===== src/rtl/pend_event_decoder_pkg.sv =====
// Shared constants, types and helpers for the pending-event decoder.
package pend_event_decoder_pkg;

   localparam int unsigned N_EVT = 16;
   localparam int unsigned IDX_W = 4;

   localparam logic [0:0] PEND_ST_IDLE = 1'b0;
   localparam logic [0:0] PEND_ST_REQ  = 1'b1;

   // Big-endian event vector: bit [0] is index 15, bit [15] is index 0.
   typedef logic [0:N_EVT-1] evt_vec_t;
   typedef logic [0:IDX_W-1] evt_idx_t;

   // One-hot vector for an event index; numeric weight 2**idx lands on vec[15-idx].
   function automatic evt_vec_t idx_to_vec(input evt_idx_t idx);
      return N_EVT'(1) << idx;
   endfunction

endpackage


===== src/rtl/pend_event_decoder_if.sv =====
// Post/offer/status bundle between event producers, the decoder and the consumer.
// Mask signals exist only when PEND_MASK_EN is defined.
interface pend_event_decoder_if;
   import pend_event_decoder_pkg::*;

   logic     post_vld;
   evt_idx_t post_idx;
   logic     req_vld;
   evt_idx_t req_idx;
   logic     req_ack;
   evt_vec_t pend;
   logic     ovf;
   logic     ovf_clr;
`ifdef PEND_MASK_EN
   logic     mask_wr;
   evt_vec_t mask_data;

   modport master (output post_vld, post_idx, req_ack, ovf_clr, mask_wr, mask_data,
                   input  req_vld, req_idx, pend, ovf);
   modport slave  (input  post_vld, post_idx, req_ack, ovf_clr, mask_wr, mask_data,
                   output req_vld, req_idx, pend, ovf);
`else
   modport master (output post_vld, post_idx, req_ack, ovf_clr,
                   input  req_vld, req_idx, pend, ovf);
   modport slave  (input  post_vld, post_idx, req_ack, ovf_clr,
                   output req_vld, req_idx, pend, ovf);
`endif

endinterface


===== src/rtl/pend_event_decoder_prio_enc.sv =====
// Combinational 16:4 priority encoder over the eligible set; highest index wins.
module pend_prio_enc
   import pend_event_decoder_pkg::*;
(
   input  evt_vec_t elig_i,
   output evt_idx_t idx_c_o,
   output logic     any_c_o
);

   logic [N_EVT-1:0] elig_num;

   // Numeric view puts index i at bit i; later (higher) hits override earlier ones.
   always_comb begin
      elig_num = elig_i;
      idx_c_o  = '0;
      for (int unsigned i = 0; i < N_EVT; i++) begin
         if (elig_num[IDX_W'(i)]) idx_c_o = IDX_W'(i);
      end
   end

   assign any_c_o = |elig_i;

endmodule


===== src/rtl/pend_event_decoder.sv =====
// Sticky pending-event store that re-offers the highest-priority eligible event.
// Optional enable mask compiled in with PEND_MASK_EN.
module pend_event_decoder
   import pend_event_decoder_pkg::*;
(
   input logic                  clk,
   input logic                  rst,
   pend_event_decoder_if.slave  ev_if
);

   logic [0:0] state_q, state_d;
   evt_vec_t   pend_q, pend_d;
   evt_idx_t   req_idx_q, req_idx_d;
   logic       req_vld_q, req_vld_d;
   logic       ovf_q, ovf_d;
   evt_vec_t   elig, set_vec, clr_vec;
   evt_idx_t   enc_idx;
   logic       enc_any;

`ifdef PEND_MASK_EN
   evt_vec_t mask_q, mask_d;

   always_comb mask_d = ev_if.mask_wr ? ev_if.mask_data : mask_q;

   always_ff @(posedge clk or posedge rst) begin
      if (rst) mask_q <= '1;
      else     mask_q <= mask_d;
   end

   assign elig = pend_q & mask_q;
`else
   assign elig = pend_q;
`endif

   pend_prio_enc u_prio_enc (
      .elig_i  (elig),
      .idx_c_o (enc_idx),
      .any_c_o (enc_any)
   );

   // Offer FSM plus pend/ovf next state; a same-cycle post beats the ack clear.
   always_comb begin
      state_d   = state_q;
      req_idx_d = req_idx_q;
      clr_vec   = '0;
      set_vec   = ev_if.post_vld ? idx_to_vec(ev_if.post_idx) : '0;

      if (state_q == PEND_ST_IDLE) begin
         if (enc_any) begin
            state_d   = PEND_ST_REQ;
            req_idx_d = enc_idx;
         end
      end else begin
         if (ev_if.req_ack) begin
            clr_vec = idx_to_vec(req_idx_q);
            state_d = PEND_ST_IDLE;
         end
      end

      req_vld_d = (state_d == PEND_ST_REQ);
      pend_d    = (pend_q & ~clr_vec) | set_vec;
      ovf_d     = (|(set_vec & pend_q & ~clr_vec)) | (ovf_q & ~ev_if.ovf_clr);
   end

   always_ff @(posedge clk or posedge rst) begin
      if (rst) begin
         state_q   <= PEND_ST_IDLE;
         pend_q    <= '0;
         req_idx_q <= '0;
         req_vld_q <= 1'b0;
         ovf_q     <= 1'b0;
      end else begin
         state_q   <= state_d;
         pend_q    <= pend_d;
         req_idx_q <= req_idx_d;
         req_vld_q <= req_vld_d;
         ovf_q     <= ovf_d;
      end
   end

   assign ev_if.req_vld = req_vld_q;
   assign ev_if.req_idx = req_idx_q;
   assign ev_if.pend    = pend_q;
   assign ev_if.ovf     = ovf_q;

endmodule


===== src/flat_wrapper.sv =====
// flat-port wrapper written by rule: the top's interface ports become plain ports
module pend_event_decoder_flat import pend_event_decoder_pkg::*;
  (clk, rst, ev_if_post_vld, ev_if_post_idx, ev_if_req_ack, ev_if_ovf_clr, ev_if_req_vld, ev_if_req_idx, ev_if_pend, ev_if_ovf);
  pend_event_decoder_if ev_if_i ();
  input logic clk;
  input logic rst;
  input wire logic [$bits(ev_if_i.post_vld)-1:0] ev_if_post_vld;
  input wire logic [$bits(ev_if_i.post_idx)-1:0] ev_if_post_idx;
  input wire logic [$bits(ev_if_i.req_ack)-1:0] ev_if_req_ack;
  input wire logic [$bits(ev_if_i.ovf_clr)-1:0] ev_if_ovf_clr;
  output wire logic [$bits(ev_if_i.req_vld)-1:0] ev_if_req_vld;
  output wire logic [$bits(ev_if_i.req_idx)-1:0] ev_if_req_idx;
  output wire logic [$bits(ev_if_i.pend)-1:0] ev_if_pend;
  output wire logic [$bits(ev_if_i.ovf)-1:0] ev_if_ovf;
  assign ev_if_i.post_vld = ev_if_post_vld;
  assign ev_if_i.post_idx = ev_if_post_idx;
  assign ev_if_i.req_ack = ev_if_req_ack;
  assign ev_if_i.ovf_clr = ev_if_ovf_clr;
  assign ev_if_req_vld = ev_if_i.req_vld;
  assign ev_if_req_idx = ev_if_i.req_idx;
  assign ev_if_pend = ev_if_i.pend;
  assign ev_if_ovf = ev_if_i.ovf;
  pend_event_decoder u_core (.clk(clk), .rst(rst), .ev_if(ev_if_i));
endmodule

===== config.mk =====
export PLATFORM = sky130hd
export DESIGN_NAME = pend_event_decoder_flat
export DESIGN_NICKNAME = d
export VERILOG_FILES = /design/src/rtl/pend_event_decoder_pkg.sv /design/src/rtl/pend_event_decoder_if.sv /design/src/rtl/pend_event_decoder_prio_enc.sv /design/src/rtl/pend_event_decoder.sv /design/src/flat_wrapper.sv
export SDC_FILE = /design/constraint.sdc
export NUM_CORES = 1
export LEC_CHECK = 0
export ABC_AREA = 1
export CAP_MARGIN = 10
export CORE_MARGIN = 10
export CORE_UTILIZATION = 51
export CTS_BUF_LIST = sky130_fd_sc_hd__clkbuf_2 sky130_fd_sc_hd__clkbuf_4 sky130_fd_sc_hd__clkbuf_8
export DETAILED_ROUTE_END_ITERATION = 8
export PLACE_DENSITY = 0.82
export SETUP_SLACK_MARGIN = 0.02
export SLEW_MARGIN = 20
export SYNTH_ARGS = -nofsm -noshare
export SYNTH_HDL_FRONTEND = slang
export SYNTH_SLANG_ARGS = --single-unit

===== constraint.sdc =====
create_clock -name clk -period 1.7 [get_ports clk]
set_input_delay 0.425 -clock clk [delete_from_list [all_inputs] [get_ports clk]]
set_output_delay 0.425 -clock clk [all_outputs]
set_load 0.1 [all_outputs]

# == Word-level counts from Yosys, hierarchy flattened ==
# Cells that the tools add are included.
# word_totals
regBits,22
inputBits,9
output_inout_bits,22
wordCells,39
# op_classes
shift,2
mux,21
bitwise,9
reduce_logical,3
# ops
cell,n
2-to-1 mux 4 bit,14
bitwise AND 16 bit,3
2-to-1 mux 16 bit,3
OR reduction 16 bit,2
<< shifter 1 x 4 -> 16 bit (first input constant),2
inverter 16 bit,1
OR 16 bit,1
2-to-1 mux 1 bit,4
inverter 1 bit,2
AND reduction 2 bit,1
bitwise AND 1 bit,1
OR 1 bit,1

# == Logic depth before layout (Yosys ltp) ==
# Gate-level depths: netlist of run 1.
# depth
ltp_word,15
mapped_depth,15
depth_no_buf,15

# == Hierarchy ==
# From an unflattened synthesis of run 1, not the netlist that was laid out.
# unflattened
cells_unflattened,224
hier_area_um2,1453.9
# modules_own_cells
mod,n_inst,cells_each,area_per_inst_um2,seq_area_each_um2
pend_event_decoder,1,176,1262.5,550.5
pend_prio_enc,1,48,191.4,0.0

# == Least setup slack after synthesis of run 1 ==
# Ideal clock, no wire load.
# synth_timing
kind,reg-to-reg
startpoint,register u_core.req_idx_q[0] (netlist: u_core.ev_if.req_idx[0])
endpoint,register u_core.ovf_q (netlist: u_core.ev_if.ovf)
setup_ns,0.136
arrival_time_ns,1.942
t_required_ns,1.564
setup_slack_ns,-0.378
stages_incl_launch_ff,8
n_path_buf,0
period_less_slack_ns,2.078
path_cell_list,dfrtp_1 > inv_1 > nor3_1 > nand2_1 > nand2_1 > nor3_1 > nor4_1 > nand3_1
# synth_between
elab_chain_cells,7
# synth_lines
item,line_no,source
start: declaration,pend_event_decoder.sv:13,"evt_idx_t req_idx_q, req_idx_d;"
start signal: assignment,pend_event_decoder.sv:75,req_idx_q <= req_idx_d;
<< shifter 1 x 4 -> 16 bit,pend_event_decoder_pkg.sv:16,return N_EVT'(1) << idx;
2-to-1 mux 16 bit,pend_event_decoder.sv:54,if (ev_if.req_ack) begin
2-to-1 mux 16 bit,pend_event_decoder.sv:48,if (state_q == PEND_ST_IDLE) begin
inverter 16 bit,pend_event_decoder.sv:62,ovf_d = (|(set_vec & pend_q & ~clr_vec)) | (ovf_q & ~ev_if.ovf_clr);
bitwise AND 16 bit,pend_event_decoder.sv:62,
OR reduction 16 bit,pend_event_decoder.sv:62,
OR 1 bit,pend_event_decoder.sv:62,
via u_core.ovf_d,pend_event_decoder.sv:15,"logic ovf_q, ovf_d;"
end signal: assignment,pend_event_decoder.sv:77,ovf_q <= ovf_d;
end: declaration,pend_event_decoder.sv:15,
# The timed path passes the listed nets, and every way through them passes these cells.
# A chain may end at the register's enable or synchronous reset.

# == Final worst setup path of run 1 ==
# Ends and elaborated chain as after synthesis.

==> results of run 1 <==
synthesized netlist by cell type, drive strengths merged:
master	instances	share of area
a21oi	1	0.0039
a22o	1	0.0068
a31oi	2	0.0097
buf	1	0.0039
clkbuf	1	0.0029
dfrtp	22	0.43
inv	29	0.084
nand2	65	0.19
nand3	11	0.043
nand4	4	0.019
nor2	14	0.047
nor3	17	0.066
nor4	3	0.015
o211ai	1	0.0058
o21ai	17	0.066
o22ai	1	0.0049
o31ai	1	0.0058
layer usage:
layer / vias up / share of wire / global-route usage
li1: 739 / - / -
met1: 757 / 0.38 / 0.201
met2: 126 / 0.48 / 0.305
met3: 22 / 0.099 / 0.0424
met4: 0 / 0.043 / 0.0833
met5: - / 0 / 0
registers in the layout, indices dropped and copies added (netlist names):
register and cells:
u_core.state_q 1, u_core.ev_if.req_idx 4, u_core.ev_if.ovf 1, u_core.ev_if.pend 16
cell type report:
type                            count  area [um^2]
Inverter                           29          113
Timing Repair Buffer               57          726
Clock buffer                        4         36.3
Fill cell                         133          289
Multi-Input combinational cell    138          667
Tap cell                           30         37.5
Sequential cell                    22          587
stage by stage:
step / utilization / setup slack (ns)
finish: 0.882 / -0.0228
global route: 0.882 / -0.160
CTS: 0.851 / 0.0314
detailed placement: 0.834 / -0.303
global placement: 0.834 / -0.245
floorplan: - / 0.0259
logic make-up after synthesis:
family                 after synthesis  share of synthesized area
AOI/OAI and AO/OA                   24                      0.103
buffers and inverters               31                     0.0913
DFF                                 22                      0.427
and+or+nand+nor                    114                      0.379
worst max path at each step:
stage	startpoint	slack, ns	end	depth (start not counted)
after global routing	u_core.ev_if.req_idx[0]$_DFFE_PP0P_	-0.16	u_core.ev_if.ovf$_DFF_PP0_	7
after floorplan	u_core.ev_if.req_idx[1]$_DFFE_PP0P_	0.03	u_core.ev_if.ovf$_DFF_PP0_	7
final	u_core.ev_if.req_idx[0]$_DFFE_PP0P_	-0.02	u_core.ev_if.ovf$_DFF_PP0_	7
after detailed placement	ev_if_req_ack	-0.30	u_core.ev_if.ovf$_DFF_PP0_	8
after global placement	ev_if_req_ack	-0.25	u_core.ev_if.ovf$_DFF_PP0_	8
after CTS	ev_if_req_ack	0.03	u_core.ev_if.ovf$_DFF_PP0_	8
worst register-to-register path, cell delays in order (launching register included):
cell,delay (ns)
dfrtp_4,0.55
clkinvlp_4,0.17
buf_4,0.13
nand4_1,0.16
nand4_1,0.12
o211ai_1,0.11
nor4_1,0.28
nand3_1,0.12
what timing repair did:
action	CTS	global route
endpoints found under the setup margin	2	4
gates resized for setup	2	12
pin swaps	0	4
buffers inserted	0	4
==> metrics.txt, run 1 <==
Reg-to-Reg Start u_core.ev_if.req_idx[0]$_DFFE_PP0P_; commonest non-fill, non-tap cell in the layout nand2_1; most frequent cells in the layout nand2_1, buf_4, inv_1; clock skew 0.00868 ns; Worst-Margin Slew 0.389 ns; Reg2Reg Depth 7; Synth Net Count 200; worst-path cell chain clkinvlp_4 > buf_4 > nand4_1 > nand4_1 > o211ai_1 > nor4_1 > nand3_1; f_max 0.580 GHz; r2r setup slk -0.02 ns; First-pass DRT Iterations 8; Cells after Synth between 150 and 200; Hold Path Stages 2; delay-heaviest family, CP simple AND/OR/NAND/NOR gates; Synth Warn # 0; Final Setup Violations 1; violated checks setup timing; fin crit share 1.01; vias per cell between 5 and 6; number of routed nets with antenna violations 0; hold_ws 0.382 ns; Slew HR 0.738; final slew viol count 0; Avg Cell Area, Syn between 6 and 7 um^2; ratio of cells with drive above 1 in the final layout 0.348; drt drc 0; setup_tns -0.0228 ns; part of the Yosys area used for sequential elements 0.427; clk sink count 22; # hold bufs at CTS 0; reg2reg end u_core.ev_if.ovf$_DFF_PP0_; area of the core 2450 um^2; outcome finished with violations; global-route wire length before repair 7250 um; Hold Crit Start ev_if_req_ack; die height approximately 70 um; clock root buffer clkbuf_4; Die Area a little under 5000 um^2; CTS tree built; initial DRC count 222; vias post-DR ~1600; GP Congestion ~1; Buffers on Ports 30; pin count of the biggest net entering global routing 23; Hold Violations, Final 0; Worst Path Arrival between 1.5 and 2 ns; Startpoint Class flop; fin nets 260; gr ovfl total 0; Cell variety after synth 20; Top cell by count, worst path nand4_1; antenna diode count 0; crit path max fanout 6; overall global routing resource usage 0.178; CP Class flop to flop; max_cap viols 0; vias in the first global route about 1600; H-tree depth 1; slowest stage delay, CP 0.55 ns; WP data required 1.92 ns; Worst Hold Class input pin to flop; worst-skew pair later-pin latency 0.33 ns; buffers and inverters on the worst path 2; Final min period ~1.7 ns; TritonCTS buffer count 3; Initial Util 0.525; design area about 2200 um^2; Rows 18; CTS clk-pin slew, worst paths around 0.13 ns; register bit total from synthesis 22; Area growth, synth to finish 68.1%; Hold Crit Endpoint u_core.state_q$_DFF_PP0_; number of top-level pins 31; Post-DP Area about 2000 um^2; RSZ-0062 raised after global routing yes; crit path capture type flop; initial antenna violation count 0; slowest CP cell dfrtp_4; cell area after synthesis between 1000 and 1500 um^2; final WL 4860 um; Placed Instances 272; CTS Buffer Depth 2; setup ws final -0.0228 ns; Post-Layout Cell Count 280; die width about 70 um; DP Wirelength 3650 um; Avg WL per Cell roughly 17 um
Power of run 1 is left out: the tool's default activity adds up to more than one toggle a clock period on the data nets, which glitch-free logic cannot reach.
==> run 2: changes to the inputs <==
CORE_UTILIZATION = 52   (was 51)
GPL_TIMING_DRIVEN = 0   (was unset)
PLACE_DENSITY = 0.81   (was 0.82)
SKIP_CTS_REPAIR_TIMING = 1   (was unset)
SYNTH_HIERARCHICAL = 1   (was unset)
==> run 2 against run 1 <==
  * Clock skew fell by 0.0024 ns
  * Critical path type is now flop to output port
  * Die area up 7.6%
  * Largest cell class is now multi-input combinational cells
  * The run now ends clean
  * Register-to-register slack improved by 0.18 ns
  * Sequential share of layout area is 6.3 points higher
  * Critical path depth shrank 6
  * Non-clock buffer count decreased by 24
  * Core utilization down 25 points
  * Count of clock-buffer cells in the layout unchanged
==> metrics.txt, run 2 <==
final slew viol count 0 (unchanged); delay-heaviest family, CP buffers and inverters (was simple AND/OR/NAND/NOR gates); CP Class flop to output port (was flop to flop); drt drc 0 (unchanged); Post-Layout Cell Count 287 (was 280); gr ovfl total 0 (unchanged); ratio of cells with drive above 1 in the final layout 0.242 (was 0.348); CTS Buffer Depth 2 (unchanged); area leader, netlist dfrtp_1 (unchanged); register bit total from synthesis 22 (unchanged); overall global routing resource usage 0.155 (was 0.178); most frequent cells in the layout nand2_1, nor2_1, nand3_1 (was nand2_1, buf_4, inv_1); hold_ws 0.471 ns (was 0.382 ns); largest family of logic cells by synthesized area simple AND/OR/NAND/NOR gates (unchanged); part of the Yosys area used for sequential elements 0.379 (was 0.427); Rows 19 (was 18); cell area after synthesis 1450 um^2 (was 1290 um^2); Synth Area in XOR/XNOR 0 (unchanged); simple-gate portion of the synthesized area 0.417 (was 0.379); Cells after Synth 224 (was 191); Yosys top cell area share 0.379 (was 0.427); asr flop ratio synth 1.00 (unchanged); setup ws final 0.0670 ns (was -0.0228 ns); slowest CP cell clkbuf_2 (was dfrtp_4); Final Setup Violations 0 (was 1); final WL 3850 um (was 4860 um); vias per cell 5.30 (was 5.87); most frequent cell after synthesis nand2_1 (unchanged); area of the core 2710 um^2 (was 2450 um^2); max_cap viols 0 (unchanged); Worst Path Arrival 1.21 ns (was 1.94 ns); clk sink count 22 (unchanged); clock root buffer clkbuf_4 (unchanged); top cells by area, synth dfrtp_1, nand2_1, nor2_1 (was dfrtp_1, nand2_1, inv_1); design area 1720 um^2 (was 2170 um^2); Die Area 5310 um^2 (was 4940 um^2); WP data required 1.27 ns (was 1.92 ns); Multi-input gate area 742 um^2 (was 667 um^2); Synth Net Count 233 (was 200); number of routed nets with antenna violations 0 (unchanged); worst-skew pair later-pin latency 0.31 ns (was 0.33 ns); TritonCTS buffer count 3 (unchanged); crit path capture type output port (was flop); GP Congestion 0.900 (was 1.01); Slew HR 0.431 (was 0.738); First-pass DRT Iterations 4 (was 8); CTS tree built (unchanged); commonest non-fill, non-tap cell in the layout nand2_1 (unchanged); outcome finished, final reports clean (was finished with violations); die width 72.9 um (was 70.3 um); DP Wirelength 3120 um (was 3650 um); Buffers on Ports 28 (was 30); global-route wire length before repair 6600 um (was 7250 um); Synth Area in Adders 0 (unchanged); antenna diode count 0 (unchanged); Cell variety after synth 21 (was 20); Fillers 278 (was 133); Synth Area in Compound Gates 0.0929 (was 0.103); f_max 0.612 GHz (was 0.580 GHz); initial DRC count 87 (was 222); Avg WL per Cell 13.4 um (was 17.4 um); register area 573 um^2 (was 587 um^2); pin count of the biggest net entering global routing 23 (unchanged); Hold Violations, Final 0 (unchanged); mux cell area share after synthesis 0 (unchanged); Post-DP Area 1800 um^2 (was 2050 um^2); vias in the first global route 1408 (was 1562); crit path max fanout 5 (was 6); Post-synth EDFFs 0 (unchanged); Final min period 1.63 ns (was 1.72 ns); H-tree depth 1 (unchanged); Avg Cell Area, Syn 6.49 um^2 (was 6.75 um^2); commonest cells in the netlist nand2_1, nor2_1, nand3_1 (was nand2_1, inv_1, dfrtp_1); RSZ-0062 raised after global routing no (was yes); CTS clk-pin slew, worst paths 0.12 ns (was 0.13 ns); clock skew 0.00626 ns (was 0.00868 ns); pre-CTS setup slack -0.299 ns (was -0.303 ns); Largest register FFs 16 (unchanged); Synth Warn # 6 (was 0); slowest stage delay, CP 0.47 ns (was 0.55 ns); Area growth, synth to finish 18.2% (was 68.1%); Placed Instances 283 (was 272); Startpoint Class flop (unchanged); Primary FF master, synth dfrtp_1 (unchanged); buffers and inverters on the worst path 1 (was 2); Initial Util 0.536 (was 0.525); Worst-Margin Slew 0.853 ns (was 0.389 ns); initial antenna violation count 0 (unchanged); Worst Hold Class input pin to flop (unchanged); fin crit share 0.961 (was 1.01); vias post-DR 1520 (was 1644); fin nets 266 (was 260); number of top-level pins 31 (unchanged); die height 72.9 um (was 70.3 um); worst-path cell chain clkbuf_2 (was clkinvlp_4 > buf_4 > nand4_1 > nand4_1 > o211ai_1 > nor4_1 > nand3_1)
## run 2: changes by cell type in the layout (fill, tap and decap cells not counted), sizes merged, moves of 3 or more
cell | before | now
a21oi | 1 | 4
buf | 49 | 18
clkbuf | 4 | 13
inv | 28 | 31
nand2 | 65 | 58
nand3 | 11 | 31
nor2 | 14 | 43
nor3 | 17 | 3
o21ai | 17 | 20
## run 2: layout make-up
cell class              instances  area share
well taps                      31      0.0226
inverters                      32      0.0706
clock buffers                   4      0.0175
plain buffers                   5      0.0233
repair buffers                 28       0.101
flip-flops and latches         22       0.334
multi-input cells             165       0.432
## run 2: cells by family (layout without fill, tap and decap cells)
kind of cell | after synthesis | in the layout
buffers and inverters | 37 | 69
and+or+nand+nor | 139 | 139
AOI/OAI and AO/OA | 26 | 26
DFF | 22 | 22
## run 2: routing by layer
layer,vias to the layer above,GRT usage,share of wire
met2,60,0.244,0.47
met1,678,0.196,0.42
met4,0,0.0612,0.014
met3,6,0.0422,0.091
met5,-,0,0
li1,776,-,-
## run 2: metrics by stage
| step | TNS [ns] | utilization |
|---|---|---|
| floorplan | -0.0607 | - |
| global placement | -5.85 | 0.663 |
| detailed placement | -5.89 | 0.663 |
| CTS | -13.70 | 0.674 |
| global route | 0 | 0.634 |
| finish | 0 | 0.634 |
## run 2: final timing paths
check                      cells after the start  slack (ns)                           startpoint                               to
max                                            1        0.07       u_core/ev_if.pend[8]$_DFF_PP0_                    ev_if_pend[8]
min                                            4        0.47                    ev_if_post_idx[1]   u_core/ev_if.pend[9]$_DFF_PP0_
max reg2reg                                    7        0.16  u_core/ev_if.req_idx[0]$_DFFE_PP0P_       u_core/ev_if.ovf$_DFF_PP0_
min reg2reg                                    2        0.56      u_core/ev_if.pend[12]$_DFF_PP0_  u_core/ev_if.pend[12]$_DFF_PP0_
max in group asynchronous                      2        0.53                                  rst  u_core/ev_if.pend[12]$_DFF_PP0_
min in group asynchronous                      2        0.58                                  rst   u_core/ev_if.req_vld$_DFF_PP0_
Power of run 2 is left out for the same reason.
==> RTL edit: new RTL, config.mk and constraints of run 1 <==
The package constant `N_EVT` goes from 16 to 17.
--- a/src/rtl/pend_event_decoder_pkg.sv
+++ b/src/rtl/pend_event_decoder_pkg.sv
@@ -2,5 +2,5 @@
 package pend_event_decoder_pkg;
 
-   localparam int unsigned N_EVT = 16;
+   localparam int unsigned N_EVT = 17;
    localparam int unsigned IDX_W = 4;
 
Interface: changed (resized ev_if_pend); port bits go from 31 to 32. No check against the original RTL was run, so the function may have changed too.
==> RTL edit against run 1 <==
The flow still finishes with violations (setup timing); sequential share of layout area decreased by 0.96 points; maximum frequency decreased by 10%; sequential cell count unchanged; area after synthesis increased by 3.0%; cell area increased by 4.1%; count of clock-buffer cells in the layout unchanged; first-iteration DRC count increased by 18%; routed wire length increased by 15%; synthesized cell count increased by 2.6%; worst setup slack got worse by 200 ps; critical path type unchanged.
Power is left out: the tool's default activity adds up to more than one toggle a clock period on the data nets, which glitch-free logic cannot reach.
==> RTL edit: results (changes against run 1) <==
stage,metric,value,unit,change
outcome,status,"complete, but fails checks",,
outcome,violations,setup timing,,
logic_synthesis,syn-num-nets,205,,+2.5%
place,place_congestion,0.9347,,-7.3%
logic_synthesis,synth_compound_area_frac,0.09048,,-0.01243
layout,final_nets,266,,+2.3%
layout,diodes,0,,unchanged
cts,cts_max_level,1,,unchanged
logic_synthesis,synth_cell_type_count,21,,+5.0%
route,via_count,1716,,+4.4%
cts,cts_root_buf,clkbuf_4,,
global_route,antenna_found_initial,0,,unchanged
sta,slew_violations,0,,unchanged
logic_synthesis,ys_async_sr_fraction,1.000,,unchanged
route,wl_per_cell,19.60,um,+13%
logic_synthesis,synth_fa_ha_area_frac,0,,unchanged
sta,finalSetupViolations,1,,unchanged
logic_synthesis,synth_ff_type,dfrtp_1,,
route,first_pass_iters,5,,-3
place,hpwl,3.480,mm,-4.6%
place,numPortBuffers,30,,unchanged
worst_hold_path,whs_path_depth,2,,unchanged
cts,cts_resized,2,,unchanged
cts,insertion_delay,330,ps,about the same
logic_synthesis,synth_xor_area_frac,0,,unchanged
route,drt-initial-drc-count,261,,+18%
global_route,grt_start_max_net_pins,23,,unchanged
setup_path,r2r_cells,9,,+2
logic_synthesis,yosysWarnings,0,,unchanged
global_route,grt_use_total,0.1650,,-0.01338
logic_synthesis,synthMuxAreaShare,0,,unchanged
setup_path,crit_arrival,2120,ps,+180 ps
sta,fin_ws,-219.9,ps,-197.0 ps
logic_synthesis,seq_area_frac_synth,0.4147,,-0.01248
sta,setup_tns,-219.9,ps,-197.0 ps
global_route,grt_pass1_wl,6.989,mm,-3.6%
setup_path,crit_fanout,7,,+1
cts,path_clk_slew,130,ps,about the same
setup_path,slowest_delay,480,ps,-70 ps
layout,drive_gt1_frac,0.4102,,+0.06216
global_route,grt_pass1_vias,1512,,-3.2%
layout,largest_register_ffs,16,,unchanged
worst_hold_path,hold_class,in2reg,,
setup_path,cp_top_family,simple AND/OR/NAND/NOR gates,,
cts,clock_tree.buffer_depth,2,,unchanged
layout,fill_cells,99,,-26%
place,place_ws,-336.9,ps,-34.20 ps
cts,cts_buffers,3,,unchanged
logic_synthesis,netlist_top_cells_count,"nand2_1, inv_1, dfrtp_1, nor3_1, o21ai_0",,
logic_synthesis,ys_top_cells_by_area,"dfrtp_1, nand2_1, inv_1, nor3_1, o21ai_0",,
sta,skew,2.786,ps,-5.897 ps
setup_path,slowest_stage,dfrtp_4,,
cts,post_cts_buffers,0,,unchanged
==> RTL edit: cell types whose count changed after synthesis, sizes merged, moves of 3 or more <==
cell / change
nand2: +4
inv: +3
nor3: +5
nand3: -5
==> RTL edit: stage by stage <==
| step | utilization | instances | instance area (um^2) | hold slack (ps) |
|---|---|---|---|---|
| CTS | 0.8389 | 274 | 2078 | 476.7 |
| detailed placement | 0.8227 | 270 | 2038 | 573.9 |
| finish | 0.9101 | 286 | 2255 | 349.1 |
| floorplan | - | 196 | 1369 | 413.2 |
| global placement | 0.8227 | 270 | 2038 | 571.2 |
| global route | 0.9101 | 286 | 2255 | 352.5 |
==> RTL edit: path summary, 6_finish.rpt <==
path,startpoint,end,slack [ps]
setup / recovery,u_core.state_q$_DFF_PP0_,u_core.ev_if.ovf$_DFF_PP0_,-220
hold / removal,ev_if_req_ack,u_core.state_q$_DFF_PP0_,350
setup reg to reg,u_core.state_q$_DFF_PP0_,u_core.ev_if.ovf$_DFF_PP0_,-220
hold reg to reg,u_core.ev_if.pend[13]$_DFF_PP0_,u_core.ev_if.pend[13]$_DFF_PP0_,630
max in group asynchronous,rst,u_core.ev_if.pend[9]$_DFF_PP0_,910
min in group asynchronous,rst,u_core.state_q$_DFF_PP0_,540
==> RTL edit: metal layers <==
layer  vias up  track usage  part of all wire
li1        745            -                 -
met1       797       0.1772              0.34
met2       135       0.3037              0.50
met3        39      0.04045             0.095
met4         0      0.05806             0.067
met5         -            0                 0
==> RTL edit: layout make-up <==
cell class / instances / area (um^2) / share of cell area
timing repair buffer: 59 / 745.7 / 0.3307
multi-input combinational: 139 / 732.0 / 0.3246
sequential: 22 / 589.3 / 0.2614
inverter: 32 / 120.1 / 0.05327
tap: 30 / 37.54 / 0.01665
clock buffer: 4 / 30.03 / 0.01332
